### src/rtl/wb_arbiter.sv
// Round-robin arbiter that lets several pipelined Wishbone B4 masters share
// one slave. Only one master is granted at a time, and it keeps the grant
// until it drops cyc. The number of requests in flight is capped so that
// slave acknowledges can always be matched to the granted master.
module wb_arbiter #(
    parameter int MASTER_NUM      = 3,
    parameter int ADDR_WIDTH      = 4,
    parameter int DATA_WIDTH      = 32,
    parameter int OUTSTANDING_MAX = 3
) (
    input  logic                             wb_clk_i,
    input  logic                             wb_rst_i,
    input  logic [MASTER_NUM-1:0]            m_wb_cyc_i,
    input  logic [MASTER_NUM-1:0]            m_wb_stb_i,
    input  logic [MASTER_NUM-1:0]            m_wb_we_i,
    input  logic [MASTER_NUM*ADDR_WIDTH-1:0] m_wb_adr_i,
    input  logic [MASTER_NUM*DATA_WIDTH-1:0] m_wb_dat_i,
    output logic [DATA_WIDTH-1:0]            m_wb_dat_o,
    output logic [MASTER_NUM-1:0]            m_wb_ack_o,
    output logic [MASTER_NUM-1:0]            m_wb_stall_o,
    output logic                             s_wb_cyc_o,
    output logic                             s_wb_stb_o,
    output logic                             s_wb_we_o,
    output logic [ADDR_WIDTH-1:0]            s_wb_adr_o,
    output logic [DATA_WIDTH-1:0]            s_wb_dat_o,
    input  logic [DATA_WIDTH-1:0]            s_wb_dat_i,
    input  logic                             s_wb_ack_i,
    input  logic                             s_wb_stall_i,
    output logic [MASTER_NUM-1:0]            grant_o
);

    localparam int IDX_W = $clog2(MASTER_NUM);

    localparam logic       ST_IDLE = 1'b0;
    localparam logic       ST_BUSY = 1'b1;

    // The outstanding limit never exceeds 7, so a 3-bit counter always fits.
    localparam logic [2:0] OUT_MAX = 3'(OUTSTANDING_MAX);

    logic             state;
    logic [IDX_W-1:0] grant_idx;
    logic [IDX_W-1:0] last_idx;
    logic [2:0]       outstanding;

    logic             any_req;
    logic [IDX_W-1:0] next_idx;
    int               cand;

    logic                  g_cyc;
    logic                  g_stb;
    logic                  g_we;
    logic [ADDR_WIDTH-1:0] g_adr;
    logic [DATA_WIDTH-1:0] g_dat;

    logic busy;
    logic at_limit;
    logic s_accept;
    logic s_retire;

    // Round-robin pick: scan from the master after the last one served,
    // wrapping around, and take the first one holding cyc.
    always_comb begin
        any_req  = 1'b0;
        next_idx = '0;
        cand     = 0;
        for (int k = 1; k <= MASTER_NUM; k++) begin
            cand = (int'(last_idx) + k) % MASTER_NUM;
            if (!any_req && m_wb_cyc_i[cand]) begin
                any_req  = 1'b1;
                next_idx = IDX_W'(cand);
            end
        end
    end

    // Select the granted master's request fields; grant_o is one-hot or zero,
    // so everything reads as zero while idle.
    always_comb begin
        g_cyc = 1'b0;
        g_stb = 1'b0;
        g_we  = 1'b0;
        g_adr = '0;
        g_dat = '0;
        for (int i = 0; i < MASTER_NUM; i++) begin
            if (grant_o[i]) begin
                g_cyc = m_wb_cyc_i[i];
                g_stb = m_wb_stb_i[i];
                g_we  = m_wb_we_i[i];
                g_adr = m_wb_adr_i[i*ADDR_WIDTH +: ADDR_WIDTH];
                g_dat = m_wb_dat_i[i*DATA_WIDTH +: DATA_WIDTH];
            end
        end
    end

    assign busy     = (state == ST_BUSY);
    assign at_limit = (outstanding == OUT_MAX);

    assign s_wb_cyc_o = busy & g_cyc;
    assign s_wb_stb_o = busy & g_stb & (outstanding < OUT_MAX);
    assign s_wb_we_o  = g_we;
    assign s_wb_adr_o = g_adr;
    assign s_wb_dat_o = g_dat;

    assign s_accept = s_wb_stb_o & ~s_wb_stall_i;
    assign s_retire = s_wb_ack_i & (outstanding != 3'd0);

    assign m_wb_dat_o = s_wb_dat_i;

    // Route ack and stall back: only the granted master sees the slave,
    // everyone else is held off with stall and never sees an ack.
    always_comb begin
        m_wb_ack_o   = '0;
        m_wb_stall_o = '1;
        for (int i = 0; i < MASTER_NUM; i++) begin
            if (busy && grant_o[i]) begin
                m_wb_ack_o[i]   = s_wb_ack_i;
                m_wb_stall_o[i] = s_wb_stall_i | at_limit;
            end
        end
    end

    // Grant state machine and in-flight request counter. Dropping cyc
    // abandons whatever is still in flight, so the counter restarts at zero.
    always_ff @(posedge wb_clk_i) begin
        if (wb_rst_i) begin
            state       <= ST_IDLE;
            grant_o     <= '0;
            grant_idx   <= '0;
            last_idx    <= IDX_W'(MASTER_NUM - 1);
            outstanding <= 3'd0;
        end else begin
            case (state)
                ST_IDLE: begin
                    outstanding <= 3'd0;
                    if (any_req) begin
                        state     <= ST_BUSY;
                        grant_idx <= next_idx;
                        grant_o   <= MASTER_NUM'(1) << next_idx;
                    end
                end
                ST_BUSY: begin
                    if (!g_cyc) begin
                        state       <= ST_IDLE;
                        last_idx    <= grant_idx;
                        grant_o     <= '0;
                        outstanding <= 3'd0;
                    end else if (s_accept && !s_retire) begin
                        outstanding <= outstanding + 3'd1;
                    end else if (s_retire && !s_accept) begin
                        outstanding <= outstanding - 3'd1;
                    end
                end
                default: begin
                    state   <= ST_IDLE;
                    grant_o <= '0;
                end
            endcase
        end
    end

endmodule
### config.mk
export PLATFORM = sky130hd
export DESIGN_NAME = wb_arbiter
export DESIGN_NICKNAME = d
export VERILOG_FILES = /design/src/rtl/wb_arbiter.sv
export SDC_FILE = /design/constraint.sdc
export NUM_CORES = 1
export LEC_CHECK = 0
export BUFFER_PORTS_ARGS = -buffer_cell sky130_fd_sc_hd__buf_2
export CAP_MARGIN = 20
export CORE_AREA = 8 8 83 85
export CTS_CLUSTER_DIAMETER = 200
export DETAILED_ROUTE_END_ITERATION = 10
export DIE_AREA = 0 0 91 93
export MAX_ROUTING_LAYER = met4
export PLACE_DENSITY = 0.78
export SLEW_MARGIN = 30
export SYNTH_ARGS = -nofsm -noshare
export SYNTH_HDL_FRONTEND = slang
export SYNTH_SLANG_ARGS = --single-unit
### constraint.sdc
create_clock -name wb_clk_i -period 6.4 [get_ports wb_clk_i]
set_clock_uncertainty 0.1 [all_clocks]
set_input_delay 1.28 -clock wb_clk_i [delete_from_list [all_inputs] [get_ports wb_clk_i]]
set_output_delay 1.28 -clock wb_clk_i [all_outputs]
set_load 0.05 [all_outputs]
Word-level counts from Yosys, hierarchy flattened. Cells that the tools add are included.

Register bits after elaboration: 11. Input bits: 153. Output and inout port bits: 80. Logic and storage cells: 92.

$add $sub $neg: 5. Div/mod/pow operators: 3. $lt $le $gt $ge: 4. Eq/ne operators: 4. Shifts and indexed selects: 1. Muxes and demuxes: 46. Bitwise logic cells: 9. Reductions and logical operators: 15.

Operators by type and width (number): $lt A32 B4 Y1 const B (3); $mod A32 B3 Y32 const B (3); $mux W32 (3); $mux W1 (26); $mux W3 (5); $mux W4 (3); $pmux W3 S2 (2); $logic_and A1 B1 Y1 (7); $add A2 B2 Y3 const B (2); $bmux W1 S2 (3); $mux W2 (3); $reduce_and A2 Y1 (3); $and A1 B1 Y1 (5); $logic_not A1 Y1 (4); $ne A2 B2 Y1 const B (2); $ne A4 B2 Y1 const B (1); $add A2 B1 Y3 const B (1); $add A3 B1 Y3 const B (1); $eq A3 B2 Y1 const B (1); $lt A3 B2 Y1 const B (1); $not A1 Y1 (3); $reduce_bool A3 Y1 (1); $shl A1 B2 Y3 const A (1); $sub A3 B1 Y3 const B (1); other kinds (2) (2).

Depth between registers and ports, before layout.
Word-level depth: 15. Depth in mapped cells: 12. Depth with buffers taken out: 11.

Least setup slack after synthesis. No wires, ideal clock.

Path kind: input-to-output. From: in m_wb_stb_i[1]. To: out s_wb_stb_o. Arrival time: 3.131 ns. Data required time: 5.020 ns. Slack: 1.889 ns. Stages on the path: 3. Path buffers: 0. Cells stage by stage: a221o_1 o21ai_0 nor4b_1.

Word-level cells in the longest chain between the ends: 4.

Ends and longest elaborated chain: from (decl) (RTL line 14) `input logic [MASTER_NUM-1:0] m_wb_stb_i,`; $mux W1 (2 in series) (RTL line 84) `if (grant_o[i]) begin`; $and A1 B1 Y1 (2 in series) (RTL line 98) `assign s_wb_stb_o = busy & g_stb & (outstanding < OUT_MAX);`; to (decl) (RTL line 22) `output logic s_wb_stb_o,`.

Every way passes these cells.

Worst setup path in the final report.
From: reg grant_o[0]. To: out s_wb_stb_o.

Word-level cells in the longest chain between the ends: 5.

Ends and longest elaborated chain: from (decl) (RTL line 29) `output logic [MASTER_NUM-1:0] grant_o`; from (signal assigned) (RTL line 137) `grant_o <= MASTER_NUM'(1) << next_idx;`; $mux W1 (3 in series) (RTL line 84); $and A1 B1 Y1 (2 in series) (RTL line 98).

Every way passes these cells.

==> impl_metrics.json <==
{
  "die_width_um": 91,
  "worst_pin_slew_ns": 0.810,
  "yosys-top-cells-count": "nand2_1 (44), o21ai_0 (38), a22oi_1 (37)",
  "netlist_instances": 247,
  "chipHeight_um": 93,
  "mappedNetlistArea_sq_um": 1600,
  "num-nets-final": 528,
  "place_inst": 441,
  "final_cells": 445,
  "synth_top_family_by_area": "compound AO/OA/AOI/OAI gates",
  "fin_util_pct": 40.3,
  "start_kind": "register",
  "cts_setup_buffers": 0,
  "cts_buffer_depth": 2,
  "drive_above_1_share_pct": 48.1,
  "max_freq_mhz": 262,
  "power_density_nw_per_um2": 227,
  "syn_avg_cell_area_sq_um": 6.46,
  "clk-insertion-delay-late_ns": 0.24,
  "grt_pass1_vias": 2171,
  "cp_data_arrival_time_ns": 2.44,
  "synth_edf_count": 0,
  "synthAdderAreaFrac_pct": 4.31,
  "drc": 0,
  "critPathMaxFanout": 19,
  "ys.flop_type": "dfxtp_1",
  "synth_xor_area_share_pct": 1.65,
  "finalCriticalPeriod_ns": 3.82,
  "first_pass_iters": 4,
  "syn-num-nets": 404,
  "port_buffers": 168,
  "synth_area_leaders": "a22oi_1 (17%), buf_4 (15%), dfxtp_1 (14%)",
  "cts_root_buf": "clkbuf_8",
  "rsz0062_at_grt": "false",
  "ys_types": 34,
  "place_congestion": 0.828,
  "yosys-mux-area-fraction_pct": 0.627,
  "slowest_stage": "nor2b_2",
  "h-tree-depth": 1,
  "grt_antenna_before_repair": 0,
  "vias": 2223,
  "seq_area_frac_synth_pct": 13.8,
  "drv_slew": 0,
  "status": "completed",
  "antenna_cells": 0,
  "cts_hold_buf": 0,
  "synth_compound_area_share_pct": 37.6,
  "synth_top_area_cell": "a22oi_1",
  "grt_max_degree": 83,
  "yosys.area_share.simple_pct": 20.4,
  "seq_area_sq_um": 224,
  "yosysWarnings": 0,
  "numCtsBuffers": 3,
  "hold_viol": 0,
  "tritoncts": "yes",
  "ctsResizeCount": 0,
  "drt_iter0_drc": 100,
  "synth-async-reset-ratio_pct": 0,
  "period_share_pct": 59.7,
  "drv_cap": 0,
  "io_pins": 233,
  "synth.most_common_cell": "nand2_1",
  "area_delta_synth_final_pct": 43.2,
  "relSlewSlack_pct": 45.8,
  "core_area_sq_um": 5680,
  "clock-sinks": 11,
  "vias_per_cell": 5.00,
  "hold_path_class": "register to register",
  "drt-total-wl_um": 7080,
  "path_cells": "nor2b_2 > a221o_1 > o21ai_0 > nor4b_1 > buf_2",
  "finalSetupViolations": 0,
  "dieArea_sq_um": 8460,
  "leakagePower_nw": 1.15,
  "worstPathRequired_ns": 5.02,
  "slowest_delay_ns": 0.70,
  "wl_per_cell_um": 15.9,
  "grt.overflow.total": 0,
  "fill_cells": 620,
  "yosys.area.top_type_share_pct": 17.4,
  "finalSetupTns_ns": 0,
  "ant_nets": 0,
  "num_rows": 28,
  "multi_input_area_sq_um": 1030,
  "initial_core_util_pct": 28.1,
  "grt_pass1_wl_um": 11000,
  "hpwl_um": 5700,
  "peakVddDrop_mv": 0.137,
  "clkTransAtPathRegs_ns": 0.05,
  "path_class": "register to primary output",
  "ys_ff_latch": 11,
  "grt_usage_pct": 15.7,
  "critPathCaptureType": "primary output"
}
[metrics by stage]
stage          area, sq um  setup slack (ns)  hold WS (ns)  total power [W]
2_1_floorplan         1600              1.89         0.336         0.000396
3_3_place_gp          2240              2.67         0.345         0.000447
3_5_place_dp          2240              2.66         0.352         0.000450
4_1_cts               2280              2.56         0.359         0.000521
5_1_grt               2280              2.46         0.396         0.000548
6_report              2280              2.58         0.357         0.000520
[final cells by class]
cell class	count	share of cell area (%)
Sequential cell	11	9.80
Timing Repair Buffer	170	37.5
Tap cell	75	4.11
Clock buffer	4	1.97
Multi-Input combinational cell	176	45.2
Inverter	9	1.48
[cell families after synthesis]
group,count (synthesis)
flip-flops,11
buffers and inverters,60
AND/OR/NAND/NOR,73
adder cells (fa/ha/maj),5
multiplexers,1
AO/OA/AOI/OAI,94
XOR/XNOR,3
[worst max-delay path, delay by kind of cell, from the launching register on]
family | cells | cell delay [ns]
compound gates | 2 | 0.37
buf+inv | 1 | 0.35
flops | 1 | 0.38
simple gates | 2 | 1.09
[sequential cells by signal (all words and copies together), names as in the netlist]
register and cells:
grant_o 3, outstanding 3, grant_idx 2, last_idx 2, busy 1
[report_power, final]
| part | switching, W | internal [W] | total [W] | leakage, nW |
|---|---|---|---|---|
| logic | 0.000263 | 0.0000996 | 0.000362 | 1.04 |
| registers | 0.0000128 | 0.0000744 | 0.0000872 | 0.0905 |
| clock network | 0.0000267 | 0.0000438 | 0.0000704 | 0.0228 |
| total | 0.000302 | 0.000218 | 0.000520 | 1.15 |
[path summary, 6_finish.rpt]
path         cells after the start  slack [ns]             end          from
max reg2reg                     10        3.20  outstanding[1]    grant_o[0]
min reg2reg                      2        0.36    grant_idx[1]  grant_idx[1]
max                              5        2.58      s_wb_stb_o    grant_o[0]
min                              2        0.36    grant_idx[1]  grant_idx[1]
[routing by layer]
layer,track usage (%),vias to the layer above,part of all wire (%),wire length (um)
met5,-,-,0,0
met4,3.41,0,0.86,61
met3,6.01,7,11,763
met2,27.1,147,50,3520
met1,16.8,973,39,2730
li1,-,1096,-,-
[placed cells by master, fill, tap and decap left out, types with 3 or more instances in the layout]
master    instances
a21oi_1          10
a22oi_1          37
and3_1            3
buf_2           168
clkbuf_8          3
dfxtp_1          10
ha_1              3
inv_1             9
nand2_1          44
nand3_1           3
nor2_1            8
nor3_1            5
o21ai_0          38
Note: power is estimated with default switching activity, not from simulation.
